**src/rtl/deep_task_arbiter.sv**
```systemverilog
// deep_task_arbiter: two-requester round-robin front end sharing one
// multi-cycle compute/adjust unit, with a tagged valid/ready response port.
module deep_task_arbiter #(
    parameter int WIDTH = 8,
    parameter int CNT_W = 8
) (
    input  logic             dta_clk,
    input  logic             dta_rst,
    input  logic             dta_req0_valid,
    output logic             dta_req0_ready,
    input  logic [WIDTH-1:0] dta_req0_a,
    input  logic [WIDTH-1:0] dta_req0_b,
    input  logic [1:0]       dta_req0_action,
    input  logic             dta_req1_valid,
    output logic             dta_req1_ready,
    input  logic [WIDTH-1:0] dta_req1_a,
    input  logic [WIDTH-1:0] dta_req1_b,
    input  logic [1:0]       dta_req1_action,
    output logic             dta_rsp_valid,
    input  logic             dta_rsp_ready,
    output logic [WIDTH-1:0] dta_rsp_data,
    output logic             dta_rsp_id,
    output logic             dta_busy,
    output logic [CNT_W-1:0] dta_done_cnt
);

    // Three-bit encoding leaves spare codes; any of them falls back to IDLE.
    localparam logic [2:0] S_IDLE = 3'd0;
    localparam logic [2:0] S_CALC = 3'd1;
    localparam logic [2:0] S_ADJ  = 3'd2;
    localparam logic [2:0] S_OUT  = 3'd3;

    localparam logic [WIDTH-1:0] L_ONE   = {{(WIDTH-1){1'b0}}, 1'b1};
    localparam logic [CNT_W-1:0] L_CNT_1 = {{(CNT_W-1){1'b0}}, 1'b1};

    logic [2:0]       r_state;
    logic [2:0]       w_next_state;
    logic             r_last_grant;
    logic [WIDTH-1:0] r_a;
    logic [WIDTH-1:0] r_b;
    logic [1:0]       r_action;
    logic             r_id;
    logic [WIDTH-1:0] r_temp;
    logic             r_rsp_valid;
    logic [WIDTH-1:0] r_rsp_data;
    logic             r_rsp_id;
    logic [CNT_W-1:0] r_done_cnt;

    logic             w_idle;
    logic             w_grant_vld;
    logic             w_grant;
    logic             w_req_fire;
    logic             w_rsp_fire;
    logic [WIDTH-1:0] w_sel_a;
    logic [WIDTH-1:0] w_sel_b;
    logic [1:0]       w_sel_action;
    logic [WIDTH-1:0] w_calc;
    logic [WIDTH-1:0] w_adj;

    // Grants are only offered from IDLE and never while reset is applied.
    assign w_idle = (r_state == S_IDLE) && !dta_rst;

    // Round-robin pick: a lone requester wins, a tie goes to the one not served last.
    always_comb begin
        w_grant_vld = 1'b0;
        w_grant     = 1'b0;
        if (dta_req0_valid && dta_req1_valid) begin
            w_grant_vld = 1'b1;
            w_grant     = ~r_last_grant;
        end else if (dta_req0_valid) begin
            w_grant_vld = 1'b1;
            w_grant     = 1'b0;
        end else if (dta_req1_valid) begin
            w_grant_vld = 1'b1;
            w_grant     = 1'b1;
        end
    end

    assign dta_req0_ready = w_idle && w_grant_vld && !w_grant;
    assign dta_req1_ready = w_idle && w_grant_vld && w_grant;

    assign w_req_fire = dta_req0_ready || dta_req1_ready;
    assign w_rsp_fire = (r_state == S_OUT) && r_rsp_valid && dta_rsp_ready;

    assign w_sel_a      = w_grant ? dta_req1_a      : dta_req0_a;
    assign w_sel_b      = w_grant ? dta_req1_b      : dta_req0_b;
    assign w_sel_action = w_grant ? dta_req1_action : dta_req0_action;

    // Select-op compute; all arithmetic wraps at WIDTH bits.
    always_comb begin
        w_calc = '0;
        unique case (r_action)
            2'b11:   w_calc = r_a + r_b;
            2'b01:   w_calc = r_a - r_b;
            2'b10:   w_calc = r_a & r_b;
            default: w_calc = r_a | r_b;
        endcase
    end

    // Post-adjust steered by the two low bits of the compute result.
    always_comb begin
        w_adj = '0;
        unique case (r_temp[1:0])
            2'b00:   w_adj = ~r_temp;
            2'b01:   w_adj = r_temp + L_ONE;
            2'b10:   w_adj = r_temp - L_ONE;
            default: w_adj = r_temp;
        endcase
    end

    // Next-state decode for the IDLE -> CALC -> ADJ -> OUT loop.
    always_comb begin
        w_next_state = S_IDLE;
        unique case (r_state)
            S_IDLE:  w_next_state = w_req_fire ? S_CALC : S_IDLE;
            S_CALC:  w_next_state = S_ADJ;
            S_ADJ:   w_next_state = S_OUT;
            S_OUT:   w_next_state = w_rsp_fire ? S_IDLE : S_OUT;
            default: w_next_state = S_IDLE;
        endcase
    end

    // State register; reset drops any in-flight transaction.
    always_ff @(posedge dta_clk) begin
        if (dta_rst) begin
            r_state <= S_IDLE;
        end else begin
            r_state <= w_next_state;
        end
    end

    // Capture the granted request and remember who was served.
    always_ff @(posedge dta_clk) begin
        if (dta_rst) begin
            r_a          <= '0;
            r_b          <= '0;
            r_action     <= 2'b00;
            r_id         <= 1'b0;
            r_last_grant <= 1'b1;
        end else if (w_req_fire) begin
            r_a          <= w_sel_a;
            r_b          <= w_sel_b;
            r_action     <= w_sel_action;
            r_id         <= w_grant;
            r_last_grant <= w_grant;
        end
    end

    // Intermediate compute result, loaded in CALC.
    always_ff @(posedge dta_clk) begin
        if (dta_rst) begin
            r_temp <= '0;
        end else if (r_state == S_CALC) begin
            r_temp <= w_calc;
        end
    end

    // Response register: loaded in ADJ, held through OUT until accepted.
    always_ff @(posedge dta_clk) begin
        if (dta_rst) begin
            r_rsp_valid <= 1'b0;
            r_rsp_data  <= '0;
            r_rsp_id    <= 1'b0;
        end else if (r_state == S_ADJ) begin
            r_rsp_valid <= 1'b1;
            r_rsp_data  <= w_adj;
            r_rsp_id    <= r_id;
        end else if (w_rsp_fire) begin
            r_rsp_valid <= 1'b0;
        end
    end

    // Completed-response counter, wrapping naturally at CNT_W bits.
    always_ff @(posedge dta_clk) begin
        if (dta_rst) begin
            r_done_cnt <= '0;
        end else if (w_rsp_fire) begin
            r_done_cnt <= r_done_cnt + L_CNT_1;
        end
    end

    assign dta_rsp_valid = r_rsp_valid;
    assign dta_rsp_data  = r_rsp_data;
    assign dta_rsp_id    = r_rsp_id;
    assign dta_busy      = (r_state != S_IDLE);
    assign dta_done_cnt  = r_done_cnt;

endmodule
```
**config.mk**
```make
export PLATFORM = sky130hd
export DESIGN_NAME = deep_task_arbiter
export DESIGN_NICKNAME = d
export VERILOG_FILES = /design/src/rtl/deep_task_arbiter.sv
export SDC_FILE = /design/constraint.sdc
export NUM_CORES = 1
export LEC_CHECK = 0
export CAP_MARGIN = 20
export CORE_MARGIN = 3
export CORE_UTILIZATION = 25
export CTS_CLUSTER_SIZE = 40
export DETAILED_ROUTE_END_ITERATION = 8
export PLACE_DENSITY = 0.43
export SLEW_MARGIN = 30
export SYNTH_ARGS = -nofsm -noshare
export SYNTH_HDL_FRONTEND = slang
export SYNTH_SLANG_ARGS = --single-unit
```
**constraint.sdc**
```tcl
create_clock -name dta_clk -period 5 [get_ports dta_clk]
set_input_delay 1.5 -clock dta_clk [delete_from_list [all_inputs] [get_ports dta_clk]]
set_output_delay 1.5 -clock dta_clk [all_outputs]
set_load 0.02 [all_outputs]
```
==> impl_metrics.yaml, run 1 <==
logic_synthesis:
  ys_ff_latch: 48
  synth-xor-area-share_pct: 6.63
  avgSynthCellArea_um2: 8.61
  syn-num-nets: 417
  synth-compound-area-share_pct: 19.3
  synth-adder-area-share_pct: 11.0
  synth-edff-count: 0
  synth_top_family_by_area: "compound AO/OA/AOI/OAI gates"
  synth_ff_type: "dfxtp_1"
  yosys-top-cells-area: "dfxtp_1 (32%), ha_1 (9.1%), mux2i_1 (7.2%)"
  async_flop_share_pct: 0
  synth_warnings: 0
  synth_area_um2: 3040
  synth_top_cell_area_share_pct: 31.6
  yosys.area_share.simple_pct: 18.2
  synth.area.mux_share_pct: 7.62
  synth-seq-area-share_pct: 31.6
  ys_types: 52
  synth_area_leader_cell: "dfxtp_1"
  syn_inst: 353
worst_setup_path:
  reg2reg_from: "r_action[0]$_SDFFE_PP0P_"
  crit_arrival_ns: 3.02
  r2r_cells: 9
  slowest_stage: "clkdlybuf4s50_1"
  worst_ep_required_time_ns: 3.50
  worstSetupPathType: "primary input to output port"
  cp-end-kind: "output port"
  worstPathCellList: "clkdlybuf4s50_1 > a21boi_2 > and2_1 > clkdlybuf4s50_1"
  reg2reg_slack_ns: 2.04
  critPathLaunchType: "primary input"
  path_common_cell: "clkdlybuf4s50_1"
  reg2reg_to: "r_temp[3]$_SDFFE_PP0P_"
  slowest_delay_ns: 0.62
  worstSetupStartpoint: "dta_req1_valid"
  worstPathMaxFanout: 4
timing:
  setup_slack_ns: 0.476
  maxClockFrequency_ghz: 0.221
  clock_skew_ns: 0.00458
  slew-limit-headroom_pct: 50.2
  finalSetupViolations: 0
  post-route-period-util_pct: 90.5
  finalHoldViolCount: 0
  tightestPinTransition_ns: 0.745
  rsz0062_at_grt: "no"
  period_needed_ns: 4.52
  hold_slack_ns: 0.457
  tns_ns: 0
  drv_slew: 0
drt:
  wl_per_cell_um: 12.7
  vias_per_cell: 4.59
  vias: 2508
  postRouteAntennaNets: 0
  drc_errors: 0
  firstDrtPassIters: 4
  drt-total-wl_um: 6930
  drtIter0Drc: 119
place:
  pre_cts_ws_ns: 0.469
  dp_hpwl_um: 5430
  routabilityCongestion: 0.755
  place_area_um2: 3750
  placement.io_buffers: 61
pwr:
  peakVddDrop_mv: 0.139
  power-per-cell-area_nw_per_um2: 331
  power.leakage_nw: 1.47
global_route:
  grt.overflow.total: 0
  grt_pass1_vias: 2441
  grt_use_total_pct: 10.6
  grt_max_degree: 38
  grt_pass1_wl_um: 11700
  antenna_found_initial: 0
clock_network:
  cts_tree: "done"
  numCtsBuffers: 5
  cts.sinks: 48
  h-tree-depth: 2
  root_buffer: "clkbuf_16"
  clk_pin_slew_ns: 0.07
  cts_buffer_depth: 2
  clk_latency_ns: 0.29
  cts_setup_buffers: 0
  postCtsHoldBufs: 0
  cts_resized: 0
hold_path:
  hold_start: "dta_rsp_data[2]$_SDFFE_PP0P_"
  hp-class: "flip-flop to flip-flop"
  min_path_cells: 2
  hold_end: "dta_rsp_data[2]$_SDFFE_PP0P_"
layout:
  nFillCells: 1248
  drive_gt1_share_pct: 5.69
  n_antenna_cell: 0
  final_cell_area_um2: 3890
  syn_to_final_growth_pct: 28.0
  final_util_pct: 33.4
  fin_nets: 467
floorplanning:
  die_width_um: 116
  dieArea_um2: 13500
  pin_count: 62
  core_um2: 11700
  dieHeight_um: 116
  rows: 39
  start_util_pct: 26.1
flow_run:
  maxCapViolCount: 0
run_status:
  status: "complete, no violations"
-- critical path: cells and delay by family --
family | cells | cell delay (ns)
buf+inv | 2 | 1.10
compound gates | 1 | 0.24
simple gates | 1 | 0.18
-- area by class of cell --
cell class                 count  area [um2]  share of cell area, %
multi-input combinational    268        1910                   49.2
sequential                    48         961                   24.7
timing repair buffer          65         636                   16.3
tap                          143         179                   4.60
clock buffer                   5         125                   3.22
inverter                      15        56.3                   1.45
clock inverter                 3        18.8                  0.482
-- state kept, by name (all words and copies together), names as in the netlist --
name,count
r_temp,8
r_id,1
dta_done_cnt,8
r_last_grant,1
dta_rsp_data,8
r_state,2
r_action,2
r_a,8
r_b,8
dta_rsp_id,1
dta_rsp_valid,1
-- power breakdown --
part           internal, mW  total, mW  switching [mW]  leakage, nW
Combinational         0.235      0.477           0.242         1.00
Clock                 0.185      0.332           0.147       0.0736
Sequential            0.426      0.479          0.0527        0.394
-- Yosys cell counts (all sizes together), types with 2 or more instances --
| cell | number |
|---|---|
| nor2 | 53 |
| dfxtp | 48 |
| a211oi | 27 |
| ha | 22 |
| mux2i | 22 |
| a21oi | 19 |
| inv | 15 |
| xnor2 | 14 |
| buf | 13 |
| nor3 | 13 |
| o21ai | 11 |
| nand2 | 10 |
| clkbuf | 9 |
| xor2 | 9 |
| nor2b | 8 |
| a31oi | 6 |
| and3 | 5 |
| a21o | 4 |
| maj3 | 4 |
| a221o | 3 |
| nand2b | 3 |
| nand3 | 3 |
| or3 | 3 |
| a2111oi | 2 |
| a22oi | 2 |
| a311oi | 2 |
| and4 | 2 |
| nand4 | 2 |
| nor4 | 2 |
| nor4b | 2 |
| o211ai | 2 |
| o21a | 2 |
| o31ai | 2 |
-- per-layer routing --
metal / global-route usage [%] / share of wire, % / vias up
li1: - / - / 1358
met1: 13.7 / 48 / 1095
met2: 18.1 / 47 / 50
met3: 2.18 / 4.3 / 5
met4: 2.55 / 0.79 / 0
met5: 0 / 0 / -
-- worst max path at each step --
stage                      to  slack [ns]  cells past startpoint
6_report       dta_req1_ready        0.48                      4
3_5_place_dp   dta_req1_ready        0.47                      4
5_1_grt        dta_req1_ready        0.37                      5
4_1_cts        dta_req1_ready        0.45                      4
2_1_floorplan  dta_req0_ready        1.01                      3
3_3_place_gp   dta_req1_ready        0.46                      5
-- cell usage in the layout (no fill, tap or decap), drive strengths merged, types with 2 or more instances in the layout --
cell,n
a2111oi,2
a211oi,27
a21o,4
a21oi,19
a221o,3
a22oi,2
a311oi,2
a31oi,6
and3,5
and4,2
buf,5
clkbuf,5
clkdlybuf4s50,60
clkinv,3
dfxtp,48
ha,22
inv,15
maj3,4
mux2i,22
nand2,10
nand2b,3
nand3,3
nand4,2
nor2,53
nor2b,8
nor3,13
nor4,2
nor4b,2
o211ai,2
o21a,2
o21ai,11
o31ai,2
or3,3
xnor2,14
xor2,9
-- kinds of logic after synthesis --
kind of cell	after synthesis
AOI/OAI and AO/OA	86
muxes	23
and+or+nand+nor	109
adders and majority gates	27
DFF	48
xor gates and xnor gates	23
buffers and inverters	37
-- metrics by stage --
stage | cells | power, mW
final | 547 | 1.29
after global routing | 547 | 1.39
after CTS | 547 | 1.31
after detailed placement | 539 | 0.969
after global placement | 539 | 0.968
after floorplan | 353 | 0.837
(Power assumes the default switching activity.)
==> run 2, diff against run 1 <==
- REMOVE_ABC_BUFFERS: not set -> 1
==> run 2 against run 1 <==
  * Sequential cell count unchanged
  * Sequential power is essentially flat
  * Largest cell class unchanged
  * Critical endpoint unchanged
  * Worst setup slack worse by 0.11 ns
  * Design area grew 0.51%
  * Critical path type unchanged
  * Critical path depth unchanged
  * Wire length decreased by 0.59%
  * Total power up 4.6%
==> impl_metrics.yaml, run 2 (same netlist as run 1, synthesis figures left out) <==
run_status:
  status: "complete, no violations"
worst_setup_path:
  slowest_delay_ns: 0.61
  path_common_cell: "clkdlybuf4s50_1"
  critPathLaunchType: "primary input"
  slowest_stage: "clkdlybuf4s50_1"
  worstSetupStartpoint: "dta_req1_valid"
  reg2reg_to: "r_temp[7]$_SDFFE_PP0P_"
  worstPathCellList: "clkdlybuf4s50_1 > a21boi_2 > and2_1 > clkdlybuf4s50_1"
  worstSetupPathType: "primary input to output port"
  worst-path-buf-inv: 2
  reg2reg_from: "r_action[0]$_SDFFE_PP0P_"
  cp-end-kind: "output port"
  reg2reg_slack_ns: 2.01
  crit_cells: 4
  worst_ep_required_time_ns: 3.50
  crit_path_end: "dta_req1_ready"
  r2r_cells: 9
  worstPathMaxFanout: 6
  critPathTopFamily: "buffers and inverters"
  crit_arrival_ns: 3.13
clock_network:
  postCtsHoldBufs: 0
  clk_latency_ns: 0.29
  cts_setup_buffers: 0
  cts_resized: 0
  h-tree-depth: 2
  cts.sinks: 48
  cts_tree: "done"
  clk_pin_slew_ns: 0.07
  numCtsBuffers: 5
  root_buffer: "clkbuf_16"
  cts_buffer_depth: 2
floorplanning:
  dieHeight_um: 116
  core_um2: 11700
  pin_count: 62
  rows: 39
  die_width_um: 116
  start_util_pct: 26.1
  dieArea_um2: 13500
place:
  placement.io_buffers: 61
  dp_cells: 538
  place_area_um2: 3740
  pre_cts_ws_ns: 0.352
  dp_hpwl_um: 5330
  routabilityCongestion: 0.794
timing:
  finalSetupViolations: 0
  maxClockFrequency_ghz: 0.216
  hold_slack_ns: 0.465
  tns_ns: 0
  clock_skew_ns: 0.00507
  post-route-period-util_pct: 92.7
  slew-limit-headroom_pct: 45.9
  tightestPinTransition_ns: 0.809
  drv_slew: 0
  period_needed_ns: 4.63
  setup_slack_ns: 0.366
  finalHoldViolCount: 0
  rsz0062_at_grt: "no"
pwr:
  power-per-cell-area_nw_per_um2: 344
  power.leakage_nw: 1.47
  p_total_mw: 1.35
  peakVddDrop_mv: 0.141
global_route:
  grt_use_total_pct: 10.5
  grt.overflow.total: 0
  grt_pass1_wl_um: 11700
  grt_pass1_vias: 2441
  antenna_found_initial: 0
  grt_max_degree: 48
drt:
  wl_per_cell_um: 12.6
  vias: 2525
  firstDrtPassIters: 4
  drt-total-wl_um: 6890
  drc_errors: 0
  drtIter0Drc: 142
  vias_per_cell: 4.62
  postRouteAntennaNets: 0
layout:
  final_util_pct: 33.5
  layout_commonest_cell: "clkdlybuf4s50_1"
  fin_cells: 546
  fin_nets: 466
  n_antenna_cell: 0
  drive_gt1_share_pct: 5.46
  syn_to_final_growth_pct: 28.7
  layout_common_cells: "clkdlybuf4s50_1 (60), nor2_1 (52), dfxtp_1 (48), a211oi_1 (26)"
  final_cell_area_um2: 3910
flow_run:
  maxCapViolCount: 0
hold_path:
  hp-class: "flip-flop to flip-flop"
-- run 2: cell types whose count changed in the layout (fill, tap and decap cells not counted) --
| cell | change |
|---|---|
| clkinv_4 | -1 |
| clkinv_2 | -2 |
| inv_6 | +1 |
| buf_4 | -1 |
| clkinvlp_4 | +1 |
| bufinv_16 | +1 |
-- run 2: layout make-up --
cell class	count	area (um2)
Sequential cell	48	961
Fill cell	1215	7750
Timing Repair Buffer	64	628
Tap cell	143	179
Clock inverter	3	46.3
Clock buffer	5	125
Multi-Input combinational cell	268	1910
Inverter	15	56.3
-- run 2: worst min-delay path, delay by kind of cell, from the launching register on --
kind,cells,cell delay [ns]
compound gates,1,0.05
simple gates,1,0.05
flops,1,0.32
-- run 2: worst min-delay path by stage --
stage	from	to	slack [ns]	cells past startpoint
floorplan	r_id$_SDFFE_PP0P_	dta_rsp_id$_SDFFE_PP0P_	0.43	2
global route	dta_rsp_id$_SDFFE_PP0P_	dta_rsp_id$_SDFFE_PP0P_	0.49	2
detailed placement	dta_rsp_data[2]$_SDFFE_PP0P_	dta_rsp_data[2]$_SDFFE_PP0P_	0.46	2
global placement	dta_rsp_data[2]$_SDFFE_PP0P_	dta_rsp_data[2]$_SDFFE_PP0P_	0.45	2
finish	dta_rsp_id$_SDFFE_PP0P_	dta_rsp_id$_SDFFE_PP0P_	0.46	2
CTS	dta_rsp_data[2]$_SDFFE_PP0P_	dta_rsp_data[2]$_SDFFE_PP0P_	0.47	2
-- run 2: report_power, final --
part / total, mW / internal, mW / switching, mW
clock: 0.391 / 0.238 / 0.153
combinational: 0.479 / 0.235 / 0.244
sequential: 0.477 / 0.426 / 0.0509
-- run 2: metal layers --
layer / global-route usage, % / up-vias / routed length, um
met3: 2.44 / 4 / 279
li1: - / 1368 / -
met5: 0 / - / 0
met1: 13.9 / 1107 / 3420
met4: 1.86 / 0 / 41
met2: 17.7 / 46 / 3140
==> run 3, diff against run 2 <==
- CTS_BUF_LIST: not set -> sky130_fd_sc_hd__clkbuf_4 sky130_fd_sc_hd__clkbuf_8 sky130_fd_sc_hd__clkbuf_16
- RECOVER_POWER: not set -> 100
==> run 3 against run 2 <==
  * Non-clock buffer count unchanged
  * The run now ends with max-capacitance violations, max-slew violations left
  * Global-route usage unchanged
  * Hold slack worse by 0.0038 ns
  * Register-to-register slack worse by 0.06 ns
  * Clock skew about the same
  * Sequential share of layout area about the same
  * Wire length about the same
  * Largest cell class unchanged
  * Sequential power about the same
  * Utilization about the same
  * Clock power about the same
==> impl_metrics.yaml, run 3 (same netlist as run 1, synthesis figures left out) <==
run_status:
  status: "complete, but fails checks"
  failed_checks: "max-capacitance violations, max-slew violations"
worst_setup_path:
  worstPathMaxFanout: 6
  slowest_delay_ns: 0.61
  worst_ep_required_time_ns: 3.50
  reg2reg_slack_ns: 1.95
  worstSetupPathType: "primary input to output port"
  worstPathCellList: "dlygate4sd3_1 > a21boi_2 > and2_1 > clkdlybuf4s50_1"
  crit_arrival_ns: 3.20
  r2r_cells: 9
  critPathLaunchType: "primary input"
  cp-end-kind: "output port"
  slowest_stage: "clkdlybuf4s50_1"
timing:
  maxClockFrequency_ghz: 0.213
  finalSetupViolations: 0
  drv_slew: 48
  rsz0062_at_grt: "no"
  tightestPinTransition_ns: 2.10
  tns_ns: 0
  finalHoldViolCount: 0
  clock_skew_ns: 0.00507
  slew-limit-headroom_pct: -39.9
  setup_slack_ns: 0.299
  period_needed_ns: 4.70
  post-route-period-util_pct: 94.0
clock_network:
  numCtsBuffers: 5
  root_buffer: "clkbuf_16"
  postCtsHoldBufs: 0
  cts_buffer_depth: 2
  cts_resized: 0
  clk_latency_ns: 0.29
  cts.sinks: 48
  cts_tree: "done"
  h-tree-depth: 2
  cts_setup_buffers: 0
  clk_pin_slew_ns: 0.07
floorplanning:
  dieHeight_um: 116
  pin_count: 62
  dieArea_um2: 13500
  start_util_pct: 26.1
  rows: 39
  core_um2: 11700
  die_width_um: 116
hold_path:
  hp-class: "flip-flop to flip-flop"
  min_path_cells: 2
drt:
  drt-total-wl_um: 6890
  vias_per_cell: 4.63
  postRouteAntennaNets: 0
  vias: 2529
  wl_per_cell_um: 12.6
  drtIter0Drc: 144
  drc_errors: 0
  firstDrtPassIters: 4
place:
  routabilityCongestion: 0.794
  placement.io_buffers: 61
  dp_hpwl_um: 5330
  pre_cts_ws_ns: 0.352
global_route:
  grt_use_total_pct: 10.5
  grt.overflow.total: 0
  grt_pass1_vias: 2441
  grt_pass1_wl_um: 11700
  antenna_found_initial: 0
  grt_max_degree: 48
layout:
  n_antenna_cell: 0
  drive_gt1_share_pct: 4.96
  layout_common_cells: "nor2_1 (52), dfxtp_1 (48), clkdlybuf4s50_1 (39), a211oi_1 (26)"
  syn_to_final_growth_pct: 28.5
  fin_nets: 466
  nFillCells: 1216
  layout_commonest_cell: "nor2_1"
pwr:
  power.leakage_nw: 1.53
  peakVddDrop_mv: 0.141
  power-per-cell-area_nw_per_um2: 344
flow_run:
  maxCapViolCount: 1
## run 3: final cells by class
class,instances,area (um2),share of cell area [%]
Timing Repair Buffer,64,623,16.0
Tap cell,143,179,4.58
Clock buffer,5,125,3.20
Sequential cell,48,961,24.6
Clock inverter,3,46.3,1.19
Multi-Input combinational cell,268,1910,49.0
Inverter,15,56.3,1.44
## run 3: per-stage QoR
step	instance area, um2	hold slack [ns]	power [mW]	instances	utilization, %
2_1_floorplan	2930	0.425	0.821	331	-
3_3_place_gp	3740	0.454	0.966	538	32.1
3_5_place_dp	3740	0.459	0.971	538	32.1
4_1_cts	3910	0.470	1.37	546	33.5
5_1_grt	3910	0.490	1.45	546	33.5
6_report	3910	0.461	1.34	546	33.5
## run 3: power breakdown
| group | switching [mW] | internal (mW) | leakage (nW) |
|---|---|---|---|
| combinational | 0.244 | 0.230 | 1.05 |
| sequential | 0.0504 | 0.426 | 0.394 |
| clock | 0.153 | 0.238 | 0.0804 |
| total | 0.447 | 0.894 | 1.53 |
## run 3: worst paths after layout
kind / from / to
setup / recovery: dta_req0_valid / dta_req1_ready
hold / removal: dta_rsp_id$_SDFFE_PP0P_ / dta_rsp_id$_SDFFE_PP0P_
hold reg to reg: dta_rsp_id$_SDFFE_PP0P_ / dta_rsp_id$_SDFFE_PP0P_
setup reg to reg: r_action[0]$_SDFFE_PP0P_ / r_temp[3]$_SDFFE_PP0P_
## run 3: critical path, delay by kind of cell
kind            cells  cell delay [ns]
buf+inv             2             1.19
simple gates        1             0.20
compound gates      1             0.31
## run 3: routing by layer
metal | wire length (um) | up-vias | track usage [%]
li1 | - | 1368 | -
met1 | 3420 | 1111 | 13.9
met3 | 276 | 4 | 2.44
met2 | 3150 | 46 | 17.7
met5 | 0 | - | 0
met4 | 41 | 0 | 1.86
